===== src/rtl/csa_seq_add_ctrl.sv =====
// csa_seq_add_ctrl: WIDTH-bit adder that reuses one 4-bit carry-select adder,
// one nibble per cycle LSB first, with the carry chained through a register.
module Carry_Sel_Adder (
    input  logic [3:0] a,
    input  logic [3:0] b,
    input  logic       Cin,
    output logic [3:0] Sum,
    output logic       Cout
);
    logic [2:0] lo, hi0, hi1, hi;
    assign lo  = {1'b0, a[1:0]} + {1'b0, b[1:0]} + {2'b00, Cin};
    assign hi0 = {1'b0, a[3:2]} + {1'b0, b[3:2]};
    assign hi1 = {1'b0, a[3:2]} + {1'b0, b[3:2]} + 3'd1;
    assign hi  = lo[2] ? hi1 : hi0;
    assign Sum  = {hi[1:0], lo[1:0]};
    assign Cout = hi[2];
endmodule

module csa_seq_add_ctrl #(
    parameter int WIDTH  = 16,
    parameter int NSLICE = WIDTH / 4
) (
    input  logic             clk,
    input  logic             rst,
    input  logic             start,
    input  logic [WIDTH-1:0] a,
    input  logic [WIDTH-1:0] b,
    input  logic             Cin,
    output logic             busy,
    output logic             done,
    output logic [WIDTH-1:0] Sum,
    output logic             Cout,
    output logic             ovf
);
    localparam int CW = $clog2(NSLICE);
    localparam logic [CW-1:0] LAST = CW'(NSLICE - 1);

    typedef enum logic [1:0] {IDLE, RUN, DONE} state_t;

    state_t           state;
    logic [CW-1:0]    cnt;
    logic             carry;
    logic [WIDTH-1:0] ra, rb;
    logic [WIDTH-5:0] acc;
    logic [3:0]       sa, sb, s_sum;
    logic             s_cin, s_co;

    // Adder inputs are held at zero outside RUN to avoid needless toggling.
    assign sa    = (state == RUN) ? ra[{cnt, 2'b00} +: 4] : 4'd0;
    assign sb    = (state == RUN) ? rb[{cnt, 2'b00} +: 4] : 4'd0;
    assign s_cin = (state == RUN) ? carry : 1'b0;

    Carry_Sel_Adder u_csa (.a(sa), .b(sb), .Cin(s_cin), .Sum(s_sum), .Cout(s_co));

    always_ff @(posedge clk) begin
        if (rst) begin
            state <= IDLE;
            cnt   <= '0;
            carry <= 1'b0;
            ra    <= '0;
            rb    <= '0;
            acc   <= '0;
            busy  <= 1'b0;
            done  <= 1'b0;
            Sum   <= '0;
            Cout  <= 1'b0;
            ovf   <= 1'b0;
        end else begin
            case (state)
                RUN: begin
                    carry <= s_co;
                    cnt   <= cnt + 1'b1;
                    if (cnt == LAST) begin
                        Sum   <= {s_sum, acc};
                        Cout  <= s_co;
                        ovf   <= (ra[WIDTH-1] == rb[WIDTH-1]) & (s_sum[3] != ra[WIDTH-1]);
                        busy  <= 1'b0;
                        done  <= 1'b1;
                        state <= DONE;
                    end else begin
                        acc[{cnt, 2'b00} +: 4] <= s_sum;
                    end
                end
                IDLE, DONE: begin
                    done <= 1'b0;
                    if (start) begin
                        ra    <= a;
                        rb    <= b;
                        carry <= Cin;
                        cnt   <= '0;
                        busy  <= 1'b1;
                        state <= RUN;
                    end else begin
                        state <= IDLE;
                    end
                end
                default: state <= IDLE;
            endcase
        end
    end
endmodule


===== config.mk =====
export PLATFORM = sky130hd
export DESIGN_NAME = csa_seq_add_ctrl
export DESIGN_NICKNAME = d
export VERILOG_FILES = /design/src/rtl/csa_seq_add_ctrl.sv
export SDC_FILE = /design/constraint.sdc
export NUM_CORES = 1
export LEC_CHECK = 0
export BUFFER_PORTS_ARGS = -buffer_cell sky130_fd_sc_hd__buf_2
export CORE_MARGIN = 8
export CORE_UTILIZATION = 30
export DETAILED_ROUTE_END_ITERATION = 8
export PLACE_DENSITY_LB_ADDON = 0.15
export SYNTH_ARGS = -nofsm -noshare
export SYNTH_HDL_FRONTEND = slang
export SYNTH_SLANG_ARGS = --single-unit

===== constraint.sdc =====
create_clock -name clk -period 3.09 [get_ports clk]
set_input_delay 0.618 -clock clk [delete_from_list [all_inputs] [get_ports clk]]
set_output_delay 0.618 -clock clk [all_outputs]
set_load 0.02 [all_outputs]

[Yosys cells after proc, flatten, opt, wreduce, memory -nomap -nowiden]
Index checks and enable logic that the tools add are counted.
Cells by class
  add/subtract/negate cells: 6
  $mul: 0
  divide/modulo/power cells: 0
  magnitude comparators: 0
  eq/ne operators: 7
  shift operators: 4
  muxes and demuxes: 17
  bitwise gates (word level): 2
  reductions and logical operators: 9
Operators by type and width (count)
  $shiftx A16 B5 Y4: 2
  $bwmux W12: 1
  $shift A4 B6 Y12 const A: 1
  $shiftx A4 B6 Y12: 1
  $reduce_and A2 Y1: 5
  $mux W4: 2
  $pmux W2 S2: 2
  $add A2 B2 Y3: 2
  $mux W1: 6
  $neg A4 Y6: 1
  $pmux W1 S2: 3
  $eq A2 B2 Y1 const B: 2
  $mux W2: 2
  $add A3 B1 Y3: 1
  $add A3 B1 Y3 const B: 1
  $mux W3: 1
  $reduce_and A3 Y1: 1
  $add A2 B1 Y2 const B: 1
  $eq A2 B1 Y1 const B: 1
  $logic_not A2 Y1: 1
  $ne A2 B1 Y1 const B: 1
  $ne A2 B2 Y1 const B: 1
  $reduce_bool A2 Y1: 1
  $reduce_or A2 Y1: 1
  other kinds (4): 4
Storage, ports and cells
  flip-flop bits (word level): 69
  latch bits: 0
  memory bits (writable): 0
  ROM bits: 0
  input port bits: 36
  output and inout port bits: 20
  memories kept: 0

[Longest topological paths before layout]
Gate-level depths: netlist of run 1.
  depth after elaboration: 7
  depth in mapped cells: 9
  gate-level depth less buffers: 8

[Cells and area by module]
A second synthesis of run 1 with hierarchy kept.
Unflattened totals
  cell total of the unflattened synthesis: 349
  area, all modules: 3032.9 um^2
Modules (own cells, without submodules)
  csa_seq_add_ctrl: instances 1, cells an instance 335, area an instance 2892.8 um^2
  Carry_Sel_Adder: instances 1, cells an instance 14, area an instance 140.1 um^2

[Least setup slack after synthesis of run 1]
OpenSTA, ideal clock, no wires.
  path kind: register -> register
  from: register cnt[0]
  to: register ovf
  data arrival time: 2.967 ns
  data required time: 3.002 ns
  setup slack: 0.035 ns
  cell stages (with the launch flop): 9
  buffers on the path: 1
  path through: dfxtp_1 -> buf_6 -> mux4_2 -> nor2b_1 -> fa_1 -> fa_1 -> mux2i_1 -> or3_1 -> a311oi_2
Between the ends
  cells in the longest elaborated chain, start to end: 7
  elaborated cells between the ends (all ways): 13
  those cells by class: 4 x add/sub; 2 x eq/ne; 2 x shift; 3 x mux; 1 x bitwise; 1 x reduce/logical
Ends and longest elaborated chain
  start, declared: RTL line 41  | logic [CW-1:0] cnt;
  start signal, assigned: RTL line 72  | cnt <= cnt + 1'b1;
  $shiftx A16 B5 Y4 (on tied branches): RTL line 49, 50
  $mux W4 (on tied branches): RTL line 49, 50
  $add A2 B2 Y3 (on tied branches): RTL line 12, 13, 11
  $add A3 B1 Y3 (on tied branches): RTL line 13, 11
  $mux W3: RTL line 14  | assign hi = lo[2] ? hi1 : hi0;
  $ne A1 B1 Y1: RTL line 76  | ovf <= (ra[WIDTH-1] == rb[WIDTH-1]) & (s_sum[3] != ra[WIDTH-1]);
  $and A1 B1 Y1: RTL line 76
  end signal, assigned: RTL line 76
  end, declared: RTL line 33  | output logic ovf
Parallel ways exist; a longest one is shown, timed or not.
A chain may end at the register's enable or synchronous reset.

[Final worst setup path of run 1]
Same ends and word-level chain as after synthesis.

==> flow_summary.yaml, run 1 <==
setup_path:
  startpoint_type: "register"
  critPathBufInv: 0
  critPathSlowestCell: "mux4_2"
  critPathTopFamily: "adder cells"
  path_common_cell: "fa_1"
  cpPeakStageDelay_ns: 0.51
  cp_data_required_time_ns: 3.34
  cp_cell_sequence: "mux4_2, nor2b_1, fa_1, fa_1, mux2i_1, or3_1, a311oi_2"
  worstPathMaxFanout: 6
  path_class: "reg2reg"
  worst_setup_path_end_kind: "register"
  crit_arrival_ns: 3.12
placed_design:
  place_inst: 521
  port-buffer-count: 55
  place_congestion: 0.741
  dp_hpwl_um: 5310
synth:
  synth_cells: 345
  synth.avg_cell_area_um2: 8.62
  syn_nets: 391
  ys.flop_type: "dfxtp_1"
  synth-async-reset-ratio_pct: 0
  yosysSeqAreaShare_pct: 46.5
  synthTopCellsByArea: "dfxtp_1 (46%), nand2_1 (13%), a21oi_1 (10%)"
  ys_types: 35
  synth_edf_count: 0
  synth_top_area_share_pct: 46.5
  ys_ff_latch: 69
  yosys.area.top_type: "dfxtp_1"
  synth.cell_area_um2: 2970
  ys_warn_count: 0
finish:
  layout.nets: 445
  final-seq-area_um2: 1380
  final_cells: 536
  num_antenna_cells: 0
  area_growth_pct: 23.0
  drive_gt1_share_pct: 24.6
  multi_input_area_um2: 1470
  fillers: 1046
routing:
  viasPerCell: 4.54
  routed-via-count: 2435
  ant_nets: 0
  wl_um: 7070
  drt_iter0_markers: 94
  wire_per_inst_um: 13.2
  drc: 0
  drtPass1Iterations: 4
run:
  cap_violations: 0
die:
  std_cell_rows: 36
  start_util_pct: 30.7
  die_h_um: 116
  io_pins: 56
  die_w_um: 116
  coreArea_um2: 9680
  die_area_um2: 13400
timing:
  tightest_slew_ns: 0.503
  clock.fmax_ghz: 0.349
  fin_crit_sh_pct: 92.8
  setup_viol: 0
  finalMaxSlewViolations: 0
  final-hold-violation-count: 0
  finalSetupTns_ns: 0
  rsz0062_at_grt: "false"
  clock_skew_ns: 0.00798
  relSlewSlack_pct: 66.4
  period_needed_ns: 2.87
clock_tree:
  hold_buffers: 0
  cts_root_buffer: "clkbuf_8"
  clock_sinks: 69
  cts_max_path_buffers: 2
  cts_resized: 0
  insertion_delay_ns: 0.34
  cts_buffers: 9
  cts_max_level: 3
  cts_tree: "done"
  clk_pin_slew_worst_paths_ns: 0.07
  cts_setup_buffers: 0
outcome:
  status: "finished, final reports clean"
global_routing:
  grt_util_met1_pct: 14.4
  grt_pass1_wl_um: 11900
  grt_pass1_vias: 2403
  top_usage_layer: "met2"
  grtUsageTotal_pct: 11.2
  use_met3_pct: 3.70
  grt-ovfl-total: 0
  grt_max_degree: 32
  use_met2_pct: 17.2
  grt_antenna_before_repair: 0
hold_path:
  hold_class: "reg2reg"
power:
  power.density_nw_per_um2: 570
  vdd_drop_max_mv: 0.272
  p_leak_nw: 1.43
[tightest hold or removal path: cells and delay by family (launching register included)]
kind	cells	cell delay, ns
AO/OA/AOI/OAI	1	0.05
flip-flops	1	0.31
AND/OR/NAND/NOR	1	0.05
[synth_stat cells, types with 7 or more instances]
master    count
a21oi_1      62
buf_2        11
clkbuf_1     10
dfxtp_1      69
ha_1          7
mux4_2        8
nand2_1     106
nand3_1      15
nor2_1       10
nor2b_1       9
[worst paths after layout]
path	start	to	slack [ns]	cells past startpoint
max	cnt[0]	ovf	0.22	7
min	Sum[5]	Sum[5]	0.45	2
max reg2reg	cnt[0]	ovf	0.22	7
min reg2reg	Sum[5]	Sum[5]	0.45	2
[power by group]
group / switching [mW] / internal (mW)
sequential: 0.0213 / 0.921
combinational: 0.104 / 0.0823
clock: 0.340 / 0.615
[placed cells by master (no fill, tap or decap), drive strengths merged, types with 2 or more instances in the layout]
cell type,instances
nand4bb,3
nand3b,3
bufinv,4
nor2,10
and4bb,3
inv,3
and3b,2
fa,3
mux4,8
nand2b,3
nor3b,2
clkbuf,9
a21oi,62
buf,67
ha,7
a311oi,2
dfxtp,69
nand3,15
nor2b,9
nand2,106
[routing by layer]
| metal | part of all wire (%) | vias up |
|---|---|---|
| met1 | 48 | 1116 |
| met4 | 1.4 | 0 |
| li1 | - | 1266 |
| met3 | 4.9 | 8 |
| met5 | 0 | - |
| met2 | 45 | 45 |
[flip-flops by register name, indices dropped and copies added, names as in the netlist]
register and flops:
busy 1, cnt 2, carry 1, rb 16, Cout 1, acc 12, state 2, ovf 1
done 1, Sum 16, ra 16
[cell families (layout without fill, tap and decap cells)]
family / Yosys count / in the layout / share of synthesized area [%]
flip-flops: 69 / 69 / 46.5
multiplexers: 10 / 10 / 6.78
AO/OA/AOI/OAI: 69 / 69 / 12.7
adder cells (fa/ha/maj): 10 / 10 / 4.97
XOR/XNOR: 1 / 1 / 0.295
buffers and inverters: 27 / 85 / 4.17
AND/OR/NAND/NOR: 159 / 159 / 24.7
[cell type report]
type,count,share of cell area [%]
multi-input combinational,249,40.2
sequential,69,37.8
timing repair buffer,67,9.99
tap,133,4.55
clock inverter,6,3.73
clock buffer,9,3.39
inverter,3,0.308
[metrics by stage]
step                      power (mW)  utilization, %  setup WS (ns)  hold WS (ns)  area [um2]
after floorplan                 1.09               -         0.0346         0.432        2970
after global placement          1.15            35.1          0.155         0.441        3390
after detailed placement        1.15            35.1          0.113         0.446        3390
after CTS                       2.11            37.7         0.0762         0.457        3650
after global routing            2.18            37.8         0.0786         0.469        3660
final                           2.08            37.8          0.221         0.452        3660
Note: power is estimated with default switching activity, not from simulation.
==> inputs of run 2 (changes only) <==
Settings changed: GPL_TIMING_DRIVEN set to 0.
Clock period 3.09 ns to 2.6 ns, I/O delays scaled along.
==> run 2 against run 1 <==
  * The flow now finishes with violations (setup timing)
  * Critical endpoint unchanged
  * Via count up 3.0%
  * Design area up 4.2%
  * First-iteration DRC count down 13%
  * Fmax increased by 1.9%
  * Die area did not move
  * Critical path depth is 2 higher
  * Setup slack worse by 0.44 ns
  * Count of clock-buffer cells in the layout increased by 3
  * Largest power group is now registers
  * Sequential cell count stayed put
  * Global-route usage up 1.2 points
  * Utilization increased by 1.6 points
==> flow_summary.yaml, run 2 (synthesis gave the netlist of run 1 again) <==
outcome:
  status: "finished, violations left"
  violations: "setup timing"
timing:
  fin_crit_sh_pct: 108
  relSlewSlack_pct: 56.8
  tightest_slew_ns: 0.646
  period_needed_ns: 2.82
  finalMaxSlewViolations: 0
  clock.fmax_ghz: 0.355
  setup_viol: 10
  clock_skew_ns: 0.00726
  fin_ws_ns: -0.217
  rsz0062_at_grt: "true"
  final-hold-violation-count: 0
  hold-worst-slack_ns: 0.410
placed_design:
  dp_hpwl_um: 5670
  port-buffer-count: 54
  place_congestion: 0.757
  place_inst: 532
  placed_area_um2: 3420
global_routing:
  grt_antenna_before_repair: 0
  grt_pass1_vias: 2595
  grtUsageTotal_pct: 12.4
  grt_max_degree: 11
  grt-ovfl-total: 0
  grt_pass1_wl_um: 13000
clock_tree:
  cts_root_buffer: "clkbuf_8"
  clock_sinks: 69
  insertion_delay_ns: 0.34
  cts_buffers: 9
  hold_buffers: 0
  cts_max_path_buffers: 2
  clk_pin_slew_worst_paths_ns: 0.07
  cts_max_level: 3
  cts_tree: "done"
finish:
  fin_area_um2: 3810
  multi_input_area_um2: 1620
  fin_util_pct: 39.3
  reg_top3: "Sum (16), ra (16), rb (16)"
  drive_gt1_share_pct: 31.2
  layout.nets: 463
  area_growth_pct: 28.1
  fillers: 1026
  final-seq-area_um2: 1390
  final_cells: 553
  num_antenna_cells: 0
  layout_commonest_cell: "nand2_1"
  layout_common_cells: "nand2_1 (106), dfxtp_1 (68), buf_2 (64)"
setup_path:
  worst_setup_path_end_kind: "register"
  rrSetupSlack_ns: -0.22
  path_class: "reg2reg"
  startpoint_type: "register"
  cp_data_required_time_ns: 2.85
  crit_arrival_ns: 3.07
  worstPathMaxFanout: 4
hold_path:
  hold_class: "in2reg"
run:
  cap_violations: 0
die:
  std_cell_rows: 36
  io_pins: 56
  die_h_um: 116
  die_w_um: 116
  coreArea_um2: 9680
  start_util_pct: 30.7
  die_area_um2: 13400
routing:
  wire_per_inst_um: 14.1
  ant_nets: 0
  drc: 0
  drt_iter0_markers: 82
  wl_um: 7790
  viasPerCell: 4.53
  drtPass1Iterations: 4
  routed-via-count: 2507
power:
  p_leak_nw: 1.44
  power.density_nw_per_um2: 564
  p_total_mw: 2.15
  vdd_drop_max_mv: 0.302
==> run 2: cell types whose count changed in the layout (fill, tap and decap cells not counted), sizes merged <==
cell and delta:
clkbuf +15, clkinvlp -1, clkinv +1, buf +6
bufinv -4
==> run 2: cell type report <==
cell class	instances	share of cell area, %
well taps	133	4.37
clock inverters	2	0.263
repair buffers	61	8.77
clock buffers	12	4.07
multi-input cells	249	42.5
flip-flops and latches	69	36.4
plain buffers	24	3.35
inverters	3	0.296
==> run 2: worst paths after layout <==
check | startpoint | endpoint | cells after the start
worst min-delay path | a[4] | ra[4] | 3
worst max register to register | cnt[0] | ovf | 9
worst max-delay path | cnt[0] | ovf | 9
worst min register to register | Sum[10] | Sum[10] | 2
==> run 2: worst max-delay path, cell delays in order, from the launching register on <==
cell      delay, ns
dfxtp_4        0.37
buf_12         0.11
mux4_2         0.51
nor2b_4        0.14
ha_2           0.18
fa_2           0.45
ha_4           0.30
mux2i_2        0.08
or3_1          0.33
a311oi_2       0.24
==> run 2: routing by layer <==
| metal | track usage (%) | vias to the layer above | routed length, um |
|---|---|---|---|
| li1 | - | 1302 | - |
| met1 | 16.1 | 1144 | 3760 |
| met2 | 19.3 | 55 | 3570 |
| met3 | 4.12 | 6 | 398 |
| met4 | 3.15 | 0 | 65 |
| met5 | 0 | - | 0 |
==> run 2: power by group <==
group / internal [mW] / leakage [nW] / total [mW] / switching (mW)
Combinational: 0.122 / 0.791 / 0.271 / 0.150
Sequential: 1.09 / 0.562 / 1.12 / 0.0228
Clock: 0.385 / 0.0881 / 0.761 / 0.376
==> run 2: stage by stage <==
stage | setup TNS (ns) | worst slack (ns)
after floorplan | -0.217 | -0.217
after global placement | -4.62 | -0.572
after detailed placement | -5.11 | -0.642
after CTS | -1.86 | -0.302
after global routing | -1.82 | -0.313
final | -0.849 | -0.217
==> run 2: what timing repair did <==
item,in CTS,in global routing
setup buffers,7,0
gates resized for setup,21,16
cloned,0,0
pin swaps,10,12
endpoints found under the setup margin,15,15
